<file path="src/rtl/seg_display_sched_pkg.sv">
`default_nettype none
// ============================================================================
// Module   : seg_pkg
// Brief    : Shared types and seven-segment constants for seg_display_sched.
// Revision : 1.0
// ============================================================================
package seg_pkg;

    typedef enum logic [1:0] {
        IDLE    = 2'd0,
        CONVERT = 2'd1,
        COMMIT  = 2'd2
    } state_t;

    localparam logic       c_src_cpu    = 1'b0;
    localparam logic       c_src_dbg    = 1'b1;
    localparam logic [6:0] c_seg_blank  = 7'h7F;
    localparam logic [6:0] c_seg_broken = 7'b1110111;
    localparam logic [7:0] c_an_off     = 8'hFF;

    // Active-low segment pattern, bit order {g,f,e,d,c,b,a}
    function automatic logic [6:0] seg_encode(input logic [3:0] nib);
        logic [6:0] pat;
        case (nib)
            4'd0:    pat = 7'b1000000;
            4'd1:    pat = 7'b1111001;
            4'd2:    pat = 7'b0100100;
            4'd3:    pat = 7'b0110000;
            4'd4:    pat = 7'b0011001;
            4'd5:    pat = 7'b0010010;
            4'd6:    pat = 7'b0000010;
            4'd7:    pat = 7'b1111000;
            4'd8:    pat = 7'b0000000;
            4'd9:    pat = 7'b0010000;
            default: pat = c_seg_broken;
        endcase
        return pat;
    endfunction

endpackage
`default_nettype wire

</file>
<file path="src/rtl/seg_display_sched_bcd_iter.sv">
`default_nettype none
// ============================================================================
// Module   : bcd_iter
// Brief    : Iterative double-dabble binary-to-BCD engine, one bit per cycle.
// Revision : 1.0
// ============================================================================
module bcd_iter
    import seg_pkg::*;
#(
    parameter int BIN_W  = 16,
    parameter int DIGITS = 5
) (
    input  logic                  clock,
    input  logic                  reset_n,
    input  logic                  start,
    input  logic [BIN_W-1:0]      data,
    output logic                  done,
    output logic [4*DIGITS-1:0]   bcd
);

    localparam int CNT_W = $clog2(BIN_W + 1);
    localparam int BCD_W = 4 * DIGITS;

    logic [BIN_W-1:0] r_bin;
    logic [BCD_W-1:0] r_bcd;
    logic [CNT_W-1:0] r_cnt;
    logic             r_active;
    logic [BCD_W-1:0] w_adj;
    logic             w_last;

    generate
        for (genvar g = 0; g < DIGITS; g++) begin : g_adjust
            assign w_adj[4*g +: 4] = (r_bcd[4*g +: 4] >= 4'd5) ?
                                     (r_bcd[4*g +: 4] + 4'd3) : r_bcd[4*g +: 4];
        end
    endgenerate

    // High during the cycle whose closing edge performs the final shift
    assign w_last = r_active && (r_cnt == CNT_W'(BIN_W - 1));
    assign done   = w_last;
    assign bcd    = r_bcd;

    always_ff @(posedge clock or negedge reset_n) begin
        if (!reset_n) begin
            r_bin    <= '0;
            r_bcd    <= '0;
            r_cnt    <= '0;
            r_active <= 1'b0;
        end else if (start) begin
            r_bin    <= data;
            r_bcd    <= '0;
            r_cnt    <= '0;
            r_active <= 1'b1;
        end else if (r_active) begin
            {r_bcd, r_bin} <= {w_adj[BCD_W-2:0], r_bin, 1'b0};
            r_cnt          <= r_cnt + CNT_W'(1);
            if (w_last) begin
                r_active <= 1'b0;
            end
        end
    end

endmodule
`default_nettype wire

</file>
<file path="src/rtl/seg_display_sched.sv">
`default_nettype none
// ============================================================================
// Module   : seg_display_sched
// Brief    : Two-source arbiter, BCD conversion and 8-slot multiplexed
//            seven-segment scan. Option macro: SEG_LEADING_BLANK_EN.
// Revision : 1.0
// ============================================================================
module seg_display_sched
    import seg_pkg::*;
#(
    parameter int BIN_W   = 16,
    parameter int DIGITS  = 5,
    parameter int CLK_DIV = 100000
) (
    input  logic              clock,
    input  logic              reset_n,
    input  logic              req0_valid,
    input  logic [BIN_W-1:0]  req0_data,
    output logic              req0_ready,
    input  logic              req1_valid,
    input  logic [BIN_W-1:0]  req1_data,
    output logic              req1_ready,
    output logic              busy,
    output logic              done,
    output logic              shown_src,
    output logic [7:0]        AN,
    output logic [6:0]        SEG
);

    localparam int         PRESC_W  = (CLK_DIV > 1) ? $clog2(CLK_DIV) : 1;
    localparam int         BCD_W    = 4 * DIGITS;
    localparam logic [3:0] c_digits = 4'(DIGITS);

    state_t             r_state;
    state_t             w_next;
    logic               r_last_grant;
    logic               r_pend_src;
    logic [BCD_W-1:0]   r_display;
    logic               r_done;
    logic               r_shown;
    logic [PRESC_W-1:0] r_presc;
    logic [2:0]         r_slot;
    logic [7:0]         r_an;
    logic [6:0]         r_seg;

    logic               w_idle;
    logic               w_grant0;
    logic               w_grant1;
    logic               w_accept;
    logic [BIN_W-1:0]   w_start_data;
    logic               w_bcd_done;
    logic [BCD_W-1:0]   w_bcd;
    logic [31:0]        w_disp8;
    logic [3:0]         w_nib;
    logic               w_slot_on;

    // Ties go to whichever source did not win the previous grant
    assign w_idle       = (r_state == IDLE);
    assign w_grant0     = req0_valid && (!req1_valid || (r_last_grant == c_src_dbg));
    assign w_grant1     = req1_valid && (!req0_valid || (r_last_grant == c_src_cpu));
    assign req0_ready   = w_idle && w_grant0;
    assign req1_ready   = w_idle && w_grant1;
    assign w_accept     = req0_ready || req1_ready;
    assign w_start_data = w_grant1 ? req1_data : req0_data;

    bcd_iter #(
        .BIN_W  (BIN_W),
        .DIGITS (DIGITS)
    ) u_bcd_iter (
        .clock   (clock),
        .reset_n (reset_n),
        .start   (w_accept),
        .data    (w_start_data),
        .done    (w_bcd_done),
        .bcd     (w_bcd)
    );

    always_ff @(posedge clock or negedge reset_n) begin
        if (!reset_n) begin
            r_state <= IDLE;
        end else begin
            r_state <= w_next;
        end
    end

    always_comb begin
        w_next = r_state;
        case (r_state)
            IDLE:    if (w_accept)   w_next = CONVERT;
            CONVERT: if (w_bcd_done) w_next = COMMIT;
            COMMIT:  w_next = IDLE;
            default: w_next = IDLE;
        endcase
    end

    always_ff @(posedge clock or negedge reset_n) begin
        if (!reset_n) begin
            r_last_grant <= c_src_dbg;
            r_pend_src   <= c_src_cpu;
            r_display    <= '0;
            r_done       <= 1'b0;
            r_shown      <= c_src_cpu;
        end else begin
            r_done <= (r_state == COMMIT);
            if (w_accept) begin
                r_last_grant <= w_grant1;
                r_pend_src   <= w_grant1;
            end
            if (r_state == COMMIT) begin
                r_display <= w_bcd;
                r_shown   <= r_pend_src;
            end
        end
    end

    always_ff @(posedge clock or negedge reset_n) begin
        if (!reset_n) begin
            r_presc <= '0;
            r_slot  <= 3'd0;
        end else if (r_presc == PRESC_W'(CLK_DIV - 1)) begin
            r_presc <= '0;
            r_slot  <= r_slot + 3'd1;
        end else begin
            r_presc <= r_presc + PRESC_W'(1);
        end
    end

    // Zero-extend to eight nibbles so unused slots index safely
    always_comb begin
        w_disp8             = '0;
        w_disp8[BCD_W-1:0]  = r_display;
    end
    assign w_nib = w_disp8[{r_slot, 2'b00} +: 4];

`ifdef SEG_LEADING_BLANK_EN
    logic [2:0] w_msd;

    always_comb begin
        w_msd = 3'd0;
        for (int i = 1; i < DIGITS; i++) begin
            if (r_display[4*i +: 4] != 4'd0) begin
                w_msd = 3'(i);
            end
        end
    end

    assign w_slot_on = ({1'b0, r_slot} < c_digits) && (r_slot <= w_msd);
`else
    assign w_slot_on = ({1'b0, r_slot} < c_digits);
`endif

    always_ff @(posedge clock or negedge reset_n) begin
        if (!reset_n) begin
            r_an  <= c_an_off;
            r_seg <= c_seg_blank;
        end else begin
            r_an  <= w_slot_on ? ~(8'd1 << r_slot) : c_an_off;
            r_seg <= w_slot_on ? seg_encode(w_nib) : c_seg_blank;
        end
    end

    assign busy      = !w_idle;
    assign done      = r_done;
    assign shown_src = r_shown;
    assign AN        = r_an;
    assign SEG       = r_seg;

endmodule
`default_nettype wire

</file>
<file path="config.mk">
export PLATFORM = sky130hd
export DESIGN_NAME = seg_display_sched
export DESIGN_NICKNAME = d
export VERILOG_FILES = /design/src/rtl/seg_display_sched_pkg.sv /design/src/rtl/seg_display_sched_bcd_iter.sv /design/src/rtl/seg_display_sched.sv
export SDC_FILE = /design/constraint.sdc
export NUM_CORES = 1
export LEC_CHECK = 0
export BUFFER_PORTS_ARGS = -buffer_cell sky130_fd_sc_hd__buf_4
export CORE_MARGIN = 3
export CORE_UTILIZATION = 55
export DETAILED_ROUTE_END_ITERATION = 10
export MAX_ROUTING_LAYER = met4
export PLACE_DENSITY = 0.84
export SLEW_MARGIN = 40
export SYNTH_ARGS = -nofsm -noshare
export SYNTH_HDL_FRONTEND = slang
export SYNTH_SLANG_ARGS = --single-unit
</file>
<file path="constraint.sdc">
create_clock -name clock -period 2.6 [get_ports clock]
set_input_delay 0.39 -clock clock [delete_from_list [all_inputs] [get_ports clock]]
set_output_delay 0.39 -clock clock [all_outputs]
set_load 0.1 [all_outputs]
</file>
==> results.py, run 1 <==
metrics = {
    "route": {
        "wl_um": 9440,
        "drc": 0,
        "drt_iter0_markers": 145,
        "vias_per_cell": 5.37,
        "drt_pass1_iterations": 4,
        "wl_per_cell_um": 13.9,
        "vias": 3643,
        "ant_nets": 0,
    },
    "yosys": {
        "async_reset_ff_share_pct": 100,
        "ys_ff_latch": 103,
        "syn_area_sq_um": 5270,
        "synth_edf_count": 0,
        "synth_top_area_share_pct": 41.3,
        "synth_commonest_cells": "dfrtp_1, mux2i_1, nor2_1, a21oi_1, nand2_1",
        "yosysMostFrequentCell": "dfrtp_1",
        "synthTopCellsByArea": "dfrtp_1, dfstp_2, mux2i_1",
        "synth-seq-area-share_pct": 49.3,
        "yosysWarningCount": 0,
        "yosys.area.top_type": "dfrtp_1",
        "synth_nets": 552,
        "netlist_instances": 491,
        "avgSynthCellArea_sq_um": 10.7,
        "synthDistinctLibCells": 50,
        "ys.flop_type": "dfrtp_1",
    },
    "floorplanning": {
        "io_pins": 56,
        "die_w_um": 104,
        "start_util_pct": 56.7,
        "die_y_um": 104,
        "rows": 35,
        "core_area_sq_um": 9280,
        "die-area_sq_um": 10800,
    },
    "timing": {
        "fin_crit_sh_pct": 84.7,
        "rsz0062_at_grt": "false",
        "slew_headroom_pct": 61.4,
        "setup_viol": 0,
        "postLayoutSetupSlackWorst_ns": 0.398,
        "fin_crit_ns": 2.20,
        "hold-worst-slack_ns": 0.281,
        "fmax_mhz": 454,
        "setup_tns_ns": 0,
        "final-max-slew-violation-count": 0,
        "final-hold-violation-count": 0,
        "worst_slew_pin_slew_ns": 0.579,
        "finalClockSkew_ns": 0.0123,
    },
    "critical_path": {
        "path_depth": 7,
        "crit_arrival_ns": 2.49,
        "cp.required_ns": 2.89,
        "crit_path_start_kind": "flip-flop",
        "reg2reg_to": "SEG[5]$_DFF_PN1_",
        "r2r-start": "r_slot[1]$_DFFE_PN0N_",
        "crit_fanout": 11,
        "cpPeakStageDelay_ns": 0.67,
        "critical_path_class": "flip-flop to flip-flop",
        "cp_cell_sequence": "mux2i_1 -> o32ai_1 -> a31oi_1 -> inv_1 -> ha_1 -> nor3_1 -> a21oi_1",
        "crit_path_end_kind": "flip-flop",
        "ff2ff_path_depth": 7,
        "critPathBufInv": 1,
        "cp_slowest_cell": "dfrtp_1",
        "r2r_slack_ns": 0.40,
        "path_delay_family": "flip-flops",
    },
    "clock_network": {
        "cts_made_buffers": 9,
        "clk_latency_ns": 0.37,
        "cts_sinks": 103,
        "h-tree-depth": 3,
        "tritoncts": "built",
        "clock_tree.root_cell": "clkbuf_8",
        "clock_path_buffers": 2,
        "cts.clk_slew.worst_paths_ns": 0.11,
    },
    "placed_design": {
        "pre_cts_ws_ns": 0.394,
        "placed_area_sq_um": 5810,
        "gp_congestion": 0.819,
        "io_buffers": 55,
        "hpwl_um": 6850,
    },
    "power_and_ir_drop": {
        "power_leakage_nw": 2.90,
        "power_density_nw_per_um2": 956,
        "ir_drop_mv": 0.469,
    },
    "outcome": {
        "status": "completed",
    },
    "run": {
        "drv_cap": 0,
    },
    "final_layout": {
        "fin_area_sq_um": 6010,
        "fin_nets": 605,
        "syn_to_final_growth_pct": 14.1,
        "drive_gt1_share_pct": 22.4,
        "diodes": 0,
        "final_util_pct": 64.7,
    },
    "global_route": {
        "grt_max_degree": 48,
        "grt_pass1_wl_um": 16400,
        "antenna_found_initial": 0,
        "grt_pass1_vias": 3653,
        "overflow": 0,
        "grtUsageTotal_pct": 18.7,
    },
    "hold_path": {
        "hp-class": "input pin to flip-flop",
        "hold_depth": 3,
        "hp-start": "req1_data[12]",
        "hold_end": "u_bcd_iter.r_bin[12]$_DFFE_PN0P_",
    },
}
[sequential cells by signal, indices dropped and copies added (netlist names)]
register             flops
SEG                      7
r_pend_src               1
u_bcd_iter.r_cnt         5
shown_src                1
AN                       8
r_display               20
r_state                  2
done                     1
r_last_grant             1
r_slot                   3
u_bcd_iter.bcd          20
u_bcd_iter.r_bin        16
u_bcd_iter.r_active      1
r_presc                 17
[worst max path at each step]
stage	from	slack (ns)	to
finish	r_slot[1]$_DFFE_PN0N_	0.40	SEG[5]$_DFF_PN1_
global placement	r_slot[1]$_DFFE_PN0N_	0.56	SEG[6]$_DFF_PN1_
global route	r_slot[1]$_DFFE_PN0N_	0.25	SEG[5]$_DFF_PN1_
CTS	r_slot[1]$_DFFE_PN0N_	0.39	SEG[5]$_DFF_PN1_
floorplan	req1_valid	0.54	req1_ready
detailed placement	r_slot[1]$_DFFE_PN0N_	0.39	SEG[5]$_DFF_PN1_
[per-layer routing]
layer  up-vias  GRT usage, %  part of all wire [%]
li1       1797             -                     -
met1      1765          22.8                    45
met2        75          31.7                    51
met3         6          3.72                   3.7
met4         0          5.41                  0.76
met5         -             -                     0
[cell type report]
type | instances | area (sq um)
fill | 729 | 3270
sequential | 103 | 2600
multi-input combinational | 342 | 2460
timing repair buffer | 65 | 515
tap | 129 | 161
clock buffer | 10 | 138
inverter | 23 | 86.3
clock inverter | 6 | 52.6
[repair_timing]
| item | CTS | global route |
|---|---|---|
| hold buffers | 1 | 0 |
| buffers inserted | 0 | 0 |
| hold endpoints to repair | 9 | 0 |
| gates resized for setup | 0 | 0 |
[where the power goes]
| part | total [W] | internal [W] | switching, W |
|---|---|---|---|
| Clock | 0.000966 | 0.000388 | 0.000577 |
| Combinational | 0.00232 | 0.00101 | 0.00131 |
| Sequential | 0.00246 | 0.00209 | 0.000377 |
[cell families (layout without fill, tap and decap cells)]
group                    Yosys count  in the layout  synth area share, %
XOR/XNOR                          25             25                 4.16
adder cells (fa/ha/maj)           25             25                 5.94
multiplexers                      56             56                 11.4
flip-flops                       103            103                 49.3
buffers and inverters             46            104                 4.20
AND/OR/NAND/NOR                  143            143                 14.0
AO/OA/AOI/OAI                     93             93                 10.9
[stage by stage]
stage / std cells / total power, W
2_1_floorplan: 491 / 0.00425
3_3_place_gp: 661 / 0.00465
3_5_place_dp: 661 / 0.00481
4_1_cts: 678 / 0.00578
5_1_grt: 678 / 0.00618
6_report: 678 / 0.00574
[layout by cell type (no fill, tap or decap), types with 19 or more instances in the layout]
cell type and n:
a21oi_1 34, buf_4 62, dfrtp_1 86, ha_1 25, nand2_1 31, a211oi_1 19
mux2i_1 40, o21ai_0 24, nor2_1 38, inv_1 23
[worst min-delay path, stage by stage]
cell	delay [ns]
buf_4	0.08
a211oi_1	0.05
a21oi_1	0.10
Note: power is estimated with default switching activity, not from simulation.
==> run 2, diff against run 1 <==
--- a/config.mk
+++ b/config.mk
@@ -5,6 +5,7 @@
 export SDC_FILE = /design/constraint.sdc
 export NUM_CORES = 1
 export LEC_CHECK = 0
+export ABC_AREA = 1
 export BUFFER_PORTS_ARGS = -buffer_cell sky130_fd_sc_hd__buf_4
 export CORE_MARGIN = 3
 export CORE_UTILIZATION = 55
==> constraint.sdc (replaced) <==
create_clock -name clock -period 2.09 [get_ports clock]
set_input_delay 0.3135 -clock clock [delete_from_list [all_inputs] [get_ports clock]]
set_output_delay 0.3135 -clock clock [all_outputs]
set_load 0.1 [all_outputs]
==> run 2 against run 1 <==
  * Sequential share of layout area shrank 1.3 points
  * Core utilization is 0.71 points higher
  * Sequential cell count unchanged
  * Clock skew down 0.0016 ns
  * Register-to-register slack got worse by 0.19 ns
  * Cell count rose by 19%
  * First-iteration DRC count rose by 28%
  * Via count rose by 14%
  * Die area grew 3.4%
  * Worst setup slack worse by 0.19 ns
  * Routed wire length grew 10%
  * Critical path type unchanged
  * Critical endpoint is now SEG[4]$_DFF_PN1_
  * Largest cell class unchanged
  * Highest routed layer unchanged
==> results.py, run 2 <==
metrics = {
    "outcome": {
        "status": "completed",
    },
    "timing": {
        "fin_crit_sh_pct": 90.0,
        "fmax_mhz": 532,
        "fin_crit_ns": 1.88,
        "rsz0062_at_grt": "false",
        "final-max-slew-violation-count": 0,
        "slew_headroom_pct": 68.4,
        "final-hold-violation-count": 0,
        "hold-worst-slack_ns": 0.219,
        "setup_viol": 0,
        "finalClockSkew_ns": 0.0107,
        "worst_slew_pin_slew_ns": 0.474,
        "setup_tns_ns": 0,
    },
    "global_route": {
        "grt_pass1_vias": 4167,
        "grt_max_degree": 44,
        "antenna_found_initial": 0,
        "overflow": 0,
        "grt_pass1_wl_um": 18200,
        "grtUsageTotal_pct": 20.2,
    },
    "clock_network": {
        "clk_latency_ns": 0.35,
        "tritoncts": "built",
        "h-tree-depth": 3,
        "clock_path_buffers": 2,
        "cts_made_buffers": 9,
        "cts_sinks": 103,
        "cts.clk_slew.worst_paths_ns": 0.09,
        "clock_tree.root_cell": "clkbuf_8",
    },
    "route": {
        "met2WireLength_um": 5120,
        "vias": 4171,
        "ant_nets": 0,
        "drc": 0,
        "maxUsedRoutingLayer": "met4",
        "wl_met3_um": 395,
        "wl_um": 10400,
        "vias_per_cell": 5.17,
        "wl_per_cell_um": 12.9,
        "drt_iter0_markers": 186,
        "drt_pass1_iterations": 4,
        "wl_met1_um": 4710,
    },
    "yosys": {
        "synth_commonest_cells": "nand2_1, dfrtp_1, inv_1, o21ai_0, nand3_1",
        "yosysMostFrequentCell": "nand2_1",
        "synth_edf_count": 0,
        "async_reset_ff_share_pct": 100,
        "avgSynthCellArea_sq_um": 8.88,
        "synthDistinctLibCells": 39,
        "ys.flop_type": "dfrtp_1",
        "yosysWarningCount": 0,
        "synth_nets": 676,
        "netlist_instances": 615,
        "yosys.area.top_type": "dfrtp_1",
        "synthTopCellsByArea": "dfrtp_1, nand2_1, dfstp_2",
        "synth_top_area_share_pct": 39.9,
        "syn_area_sq_um": 5460,
        "ys_ff_latch": 103,
        "synth-seq-area-share_pct": 47.6,
    },
    "final_layout": {
        "drive_gt1_share_pct": 22.0,
        "final_common_cell": "nand2_1",
        "final_util_pct": 65.4,
        "syn_to_final_growth_pct": 13.4,
        "diodes": 0,
        "final_cell_mix": "nand2_1, inv_1, dfrtp_1",
        "fin_nets": 734,
    },
    "floorplanning": {
        "die-area_sq_um": 11200,
        "rows": 35,
        "die_w_um": 106,
        "core_area_sq_um": 9460,
        "io_pins": 56,
        "start_util_pct": 57.7,
        "die_y_um": 106,
    },
    "critical_path": {
        "cpPeakStageDelay_ns": 0.64,
        "cp_slowest_cell": "dfrtp_1",
        "crit_arrival_ns": 2.17,
        "ff2ff_path_depth": 8,
        "cp_cell_sequence": "nand2_1 -> a21oi_1 -> nor2_1 -> nor2_2 -> ha_1 -> nand3_1 -> a21oi_1 -> nand2_1",
        "crit_path_start_kind": "flip-flop",
        "r2r_slack_ns": 0.21,
        "crit_fanout": 10,
        "cp.required_ns": 2.38,
        "critical_path_class": "flip-flop to flip-flop",
        "crit_path_end_kind": "flip-flop",
    },
    "power_and_ir_drop": {
        "power_density_nw_per_um2": 1190,
        "finalPower_w": 0.00735,
        "power_leakage_nw": 3.12,
        "ir_drop_mv": 0.848,
    },
    "hold_path": {
        "hold_depth": 3,
        "hp-class": "input pin to flip-flop",
    },
    "placed_design": {
        "hpwl_um": 7800,
        "io_buffers": 55,
        "gp_congestion": 0.904,
    },
    "run": {
        "drv_cap": 0,
    },
}
run 2: changes by cell type after synthesis, sizes merged, moves of 10 or more:
cell    previous run  this run
nand2             32       142
inv               23        95
mux2i             41         0
nand3             12        45
a21oi             34        12
o21ai             29        51
a211oi            20         0
nor2b             18         0
o211ai             1        17
mux2              15         0
xnor2             16         1
o22ai              0        14
nand2b            11         0
xor2               9        19
run 2: area by class of cell:
type | count | area, sq um
Fill cell | 770 | 3270
Sequential cell | 103 | 2600
Tap cell | 129 | 161
Multi-Input combinational cell | 400 | 2370
Clock inverter | 4 | 45.0
Inverter | 95 | 362
Timing Repair Buffer | 64 | 508
Clock buffer | 12 | 145
run 2: what timing repair did:
action | in CTS | in global routing
buffers inserted | 0 | 0
gates resized for setup | 0 | 1
hold buffers | 1 | 0
endpoints found under the hold margin | 20 | 0
setup endpoints to repair | 0 | 4
run 2: metrics by stage:
stage               instance area (sq um)  setup WS, ns  cells
global placement                     5990         0.287    790
detailed placement                   5990         0.189    790
CTS                                  6190         0.163    807
global route                         6190        0.0936    807
finish                               6190         0.210    807
floorplan                            5460         0.463    615
run 2: power by group:
| part | total, W | internal (W) | switching, W |
|---|---|---|---|
| Combinational | 0.00327 | 0.00116 | 0.00211 |
| Clock | 0.00122 | 0.000583 | 0.000639 |
| Sequential | 0.00287 | 0.00255 | 0.000315 |
run 2: cell families (layout without fill, tap and decap cells):
logic type / Yosys count / after routing / synth area share [%]
simple gates: 260 / 260 / 22.7
flops: 103 / 103 / 47.6
buf+inv: 112 / 175 / 8.98
compound gates: 95 / 95 / 11.8
xor+xnor: 20 / 20 / 3.21
fa+ha+maj: 25 / 25 / 5.73
run 2: layer usage:
metal	up-vias	GRT usage [%]
met3	16	2.76
met5	-	-
met4	0	7.12
met2	99	33.4
met1	1960	25.5
li1	2096	-
run 2: worst max-delay path: cells and delay by family, from the launching register on:
family	cells	cell delay, ns
DFF	1	0.64
and+or+nand+nor	5	0.59
AOI/OAI and AO/OA	2	0.36
adders and majority gates	1	0.23
run 2: worst paths after layout:
check                                            from                               to
min in group asynchronous                     reset_n        r_display[15]$_DFFE_PN0P_
worst min-delay path                     req1_data[2]  u_bcd_iter.r_bin[2]$_DFFE_PN0P_
max in group asynchronous                     reset_n                  AN[4]$_DFF_PN1_
worst max-delay path            r_slot[1]$_DFFE_PN0N_                 SEG[4]$_DFF_PN1_
worst max register to register  r_slot[1]$_DFFE_PN0N_                 SEG[4]$_DFF_PN1_
worst min register to register   r_presc[0]$_DFF_PN0_             r_presc[0]$_DFF_PN0_
==> run 3, diff against run 2 <==
--- a/config.mk
+++ b/config.mk
@@ -6,12 +6,14 @@
 export NUM_CORES = 1
 export LEC_CHECK = 0
 export ABC_AREA = 1
+export ABC_CLOCK_PERIOD_IN_PS = 2090
 export BUFFER_PORTS_ARGS = -buffer_cell sky130_fd_sc_hd__buf_4
 export CORE_MARGIN = 3
 export CORE_UTILIZATION = 55
 export DETAILED_ROUTE_END_ITERATION = 10
 export MAX_ROUTING_LAYER = met4
 export PLACE_DENSITY = 0.84
+export RECOVER_POWER = 50
 export SLEW_MARGIN = 40
 export SYNTH_ARGS = -nofsm -noshare
 export SYNTH_HDL_FRONTEND = slang
==> run 3 against run 2 <==
  * Sequential share of layout area grew 0.25 points
  * Critical path depth shrank 1
  * Die area is the same
  * Fmax shrank 1.1%
  * Sequential cell count is the same
  * Cell count is the same
  * First-iteration DRC count shrank 2.7%
  * Count of clock-buffer cells in the layout is the same
  * Sequential power is essentially flat
  * Routed wire length shrank 0.57%
  * Largest cell class unchanged
  * Largest power group unchanged
==> results.py, run 3 (same netlist as run 2, synthesis figures left out) <==
metrics = {
    "outcome": {
        "status": "completed",
    },
    "clock_network": {
        "cts_sinks": 103,
        "h-tree-depth": 3,
        "clock_path_buffers": 2,
        "post_cts_buffers": 0,
        "clk_latency_ns": 0.35,
        "tritoncts": "built",
        "clock_tree.root_cell": "clkbuf_8",
        "cts.clk_slew.worst_paths_ns": 0.09,
        "cts_made_buffers": 9,
    },
    "critical_path": {
        "crit_path_end_kind": "flip-flop",
        "critical_path_class": "flip-flop to flip-flop",
        "crit_arrival_ns": 2.18,
        "crit_fanout": 17,
        "cp.required_ns": 2.37,
        "crit_path_start_kind": "flip-flop",
    },
    "route": {
        "vias_per_cell": 5.18,
        "wl_met1_um": 4660,
        "wl_met3_um": 418,
        "wl_um": 10300,
        "drt_pass1_iterations": 5,
        "drc": 0,
        "wl_per_cell_um": 12.8,
        "met2WireLength_um": 5100,
        "ant_nets": 0,
        "vias": 4181,
        "maxUsedRoutingLayer": "met4",
        "drt_iter0_markers": 181,
    },
    "timing": {
        "setup_viol": 0,
        "slew_headroom_pct": 37.6,
        "fmax_mhz": 526,
        "final-max-slew-violation-count": 0,
        "final-hold-violation-count": 0,
        "fin_crit_ns": 1.90,
        "setup_tns_ns": 0,
        "fin_crit_sh_pct": 90.9,
        "worst_slew_pin_slew_ns": 0.936,
        "finalClockSkew_ns": 0.0101,
        "hold-worst-slack_ns": 0.222,
        "rsz0062_at_grt": "false",
    },
    "global_route": {
        "antenna_found_initial": 0,
        "grtUsageTotal_pct": 20.2,
        "grt_pass1_wl_um": 18200,
        "grt_max_degree": 44,
        "grt_pass1_vias": 4167,
        "overflow": 0,
    },
    "final_layout": {
        "multiInputGateArea_sq_um": 2360,
        "final_common_cell": "nand2_1",
        "final_cell_mix": "nand2_1, inv_1, dfrtp_1",
        "regArea_sq_um": 2600,
        "syn_to_final_growth_pct": 12.7,
        "drive_gt1_share_pct": 21.5,
        "diodes": 0,
        "fillers": 776,
        "fin_nets": 734,
    },
    "power_and_ir_drop": {
        "power_density_nw_per_um2": 1190,
        "internal_power_w": 0.00429,
        "ir_drop_mv": 0.835,
        "power_frac_comb_pct": 44.3,
        "p_sw_share_pct": 41.5,
        "power_leakage_nw": 3.11,
        "pwr-share-seq_pct": 39.1,
        "clkPwrFrac_pct": 16.6,
        "p_switching_w": 0.00304,
    },
    "floorplanning": {
        "io_pins": 56,
        "die-area_sq_um": 11200,
        "core_area_sq_um": 9460,
        "die_w_um": 106,
        "start_util_pct": 57.7,
        "die_y_um": 106,
        "rows": 35,
    },
    "run": {
        "drv_cap": 0,
    },
    "placed_design": {
        "io_buffers": 55,
        "hpwl_um": 7800,
        "gp_congestion": 0.904,
    },
    "hold_path": {
        "hp-class": "input pin to flip-flop",
    },
}
-- run 3: power by group through the flow --
stage / clock (W) / sequential (W) / combinational (W)
after floorplan: 0 / 0.00314 / 0.00237
after global placement: 0 / 0.00287 / 0.00312
after detailed placement: 0 / 0.00289 / 0.00328
after CTS: 0.00125 / 0.00286 / 0.00329
after global routing: 0.00133 / 0.00292 / 0.00364
final: 0.00122 / 0.00286 / 0.00325
-- run 3: layout make-up --
class / instances / share of cell area, %
Clock inverter: 4 / 0.732
Sequential cell: 103 / 42.2
Multi-Input combinational cell: 400 / 38.3
Inverter: 95 / 5.88
Tap cell: 129 / 2.62
Clock buffer: 12 / 2.36
Timing Repair Buffer: 64 / 7.87
-- run 3: layer usage --
| metal | global-route usage [%] | up-vias |
|---|---|---|
| met1 | 25.5 | 1971 |
| met2 | 33.4 | 93 |
| li1 | - | 2103 |
| met4 | 7.12 | 0 |
| met5 | - | - |
| met3 | 2.76 | 14 |
-- run 3: stage by stage --
stage	cells	power (W)	setup slack (ns)	util, %	instance area (sq um)
floorplan	615	0.00551	0.463	-	5460
global placement	790	0.00599	0.287	63.3	5990
detailed placement	790	0.00617	0.189	63.3	5990
CTS	807	0.00740	0.163	65.4	6190
global route	807	0.00789	0.0762	65.1	6150
finish	807	0.00733	0.190	65.1	6150
-- run 3: repair_timing --
item	4_1_cts	5_1_grt
endpoints found under the setup margin	0	4
hold buffers	1	0
hold endpoints to repair	20	0
resized for setup	0	1
-- run 3: path summary, 6_finish.rpt --
kind                       slack (ns)                      from                              end  cells past startpoint
hold reg to reg                  0.49      r_presc[0]$_DFF_PN0_             r_presc[0]$_DFF_PN0_                      1
setup reg to reg                 0.19  r_last_grant$_DFFE_PN1P_   u_bcd_iter.bcd[18]$_DFFE_PN0P_                      7
min in group asynchronous        0.39                   reset_n        r_display[15]$_DFFE_PN0P_                      2
setup / recovery                 0.19  r_last_grant$_DFFE_PN1P_   u_bcd_iter.bcd[18]$_DFFE_PN0P_                      7
max in group asynchronous        0.54                   reset_n  u_bcd_iter.r_cnt[0]$_DFFE_PN0P_                      3
hold / removal                   0.22              req1_data[2]  u_bcd_iter.r_bin[2]$_DFFE_PN0P_                      3
-- run 3: worst max-delay path, stage by stage, from the launching register on --
cell and delay (ns):
dfstp_2 0.54, nand2_1 0.07, nand3_2 0.10, nand2_1 0.28, nor2_8 0.32, inv_2 0.18
buf_12 0.20, o22ai_2 0.13
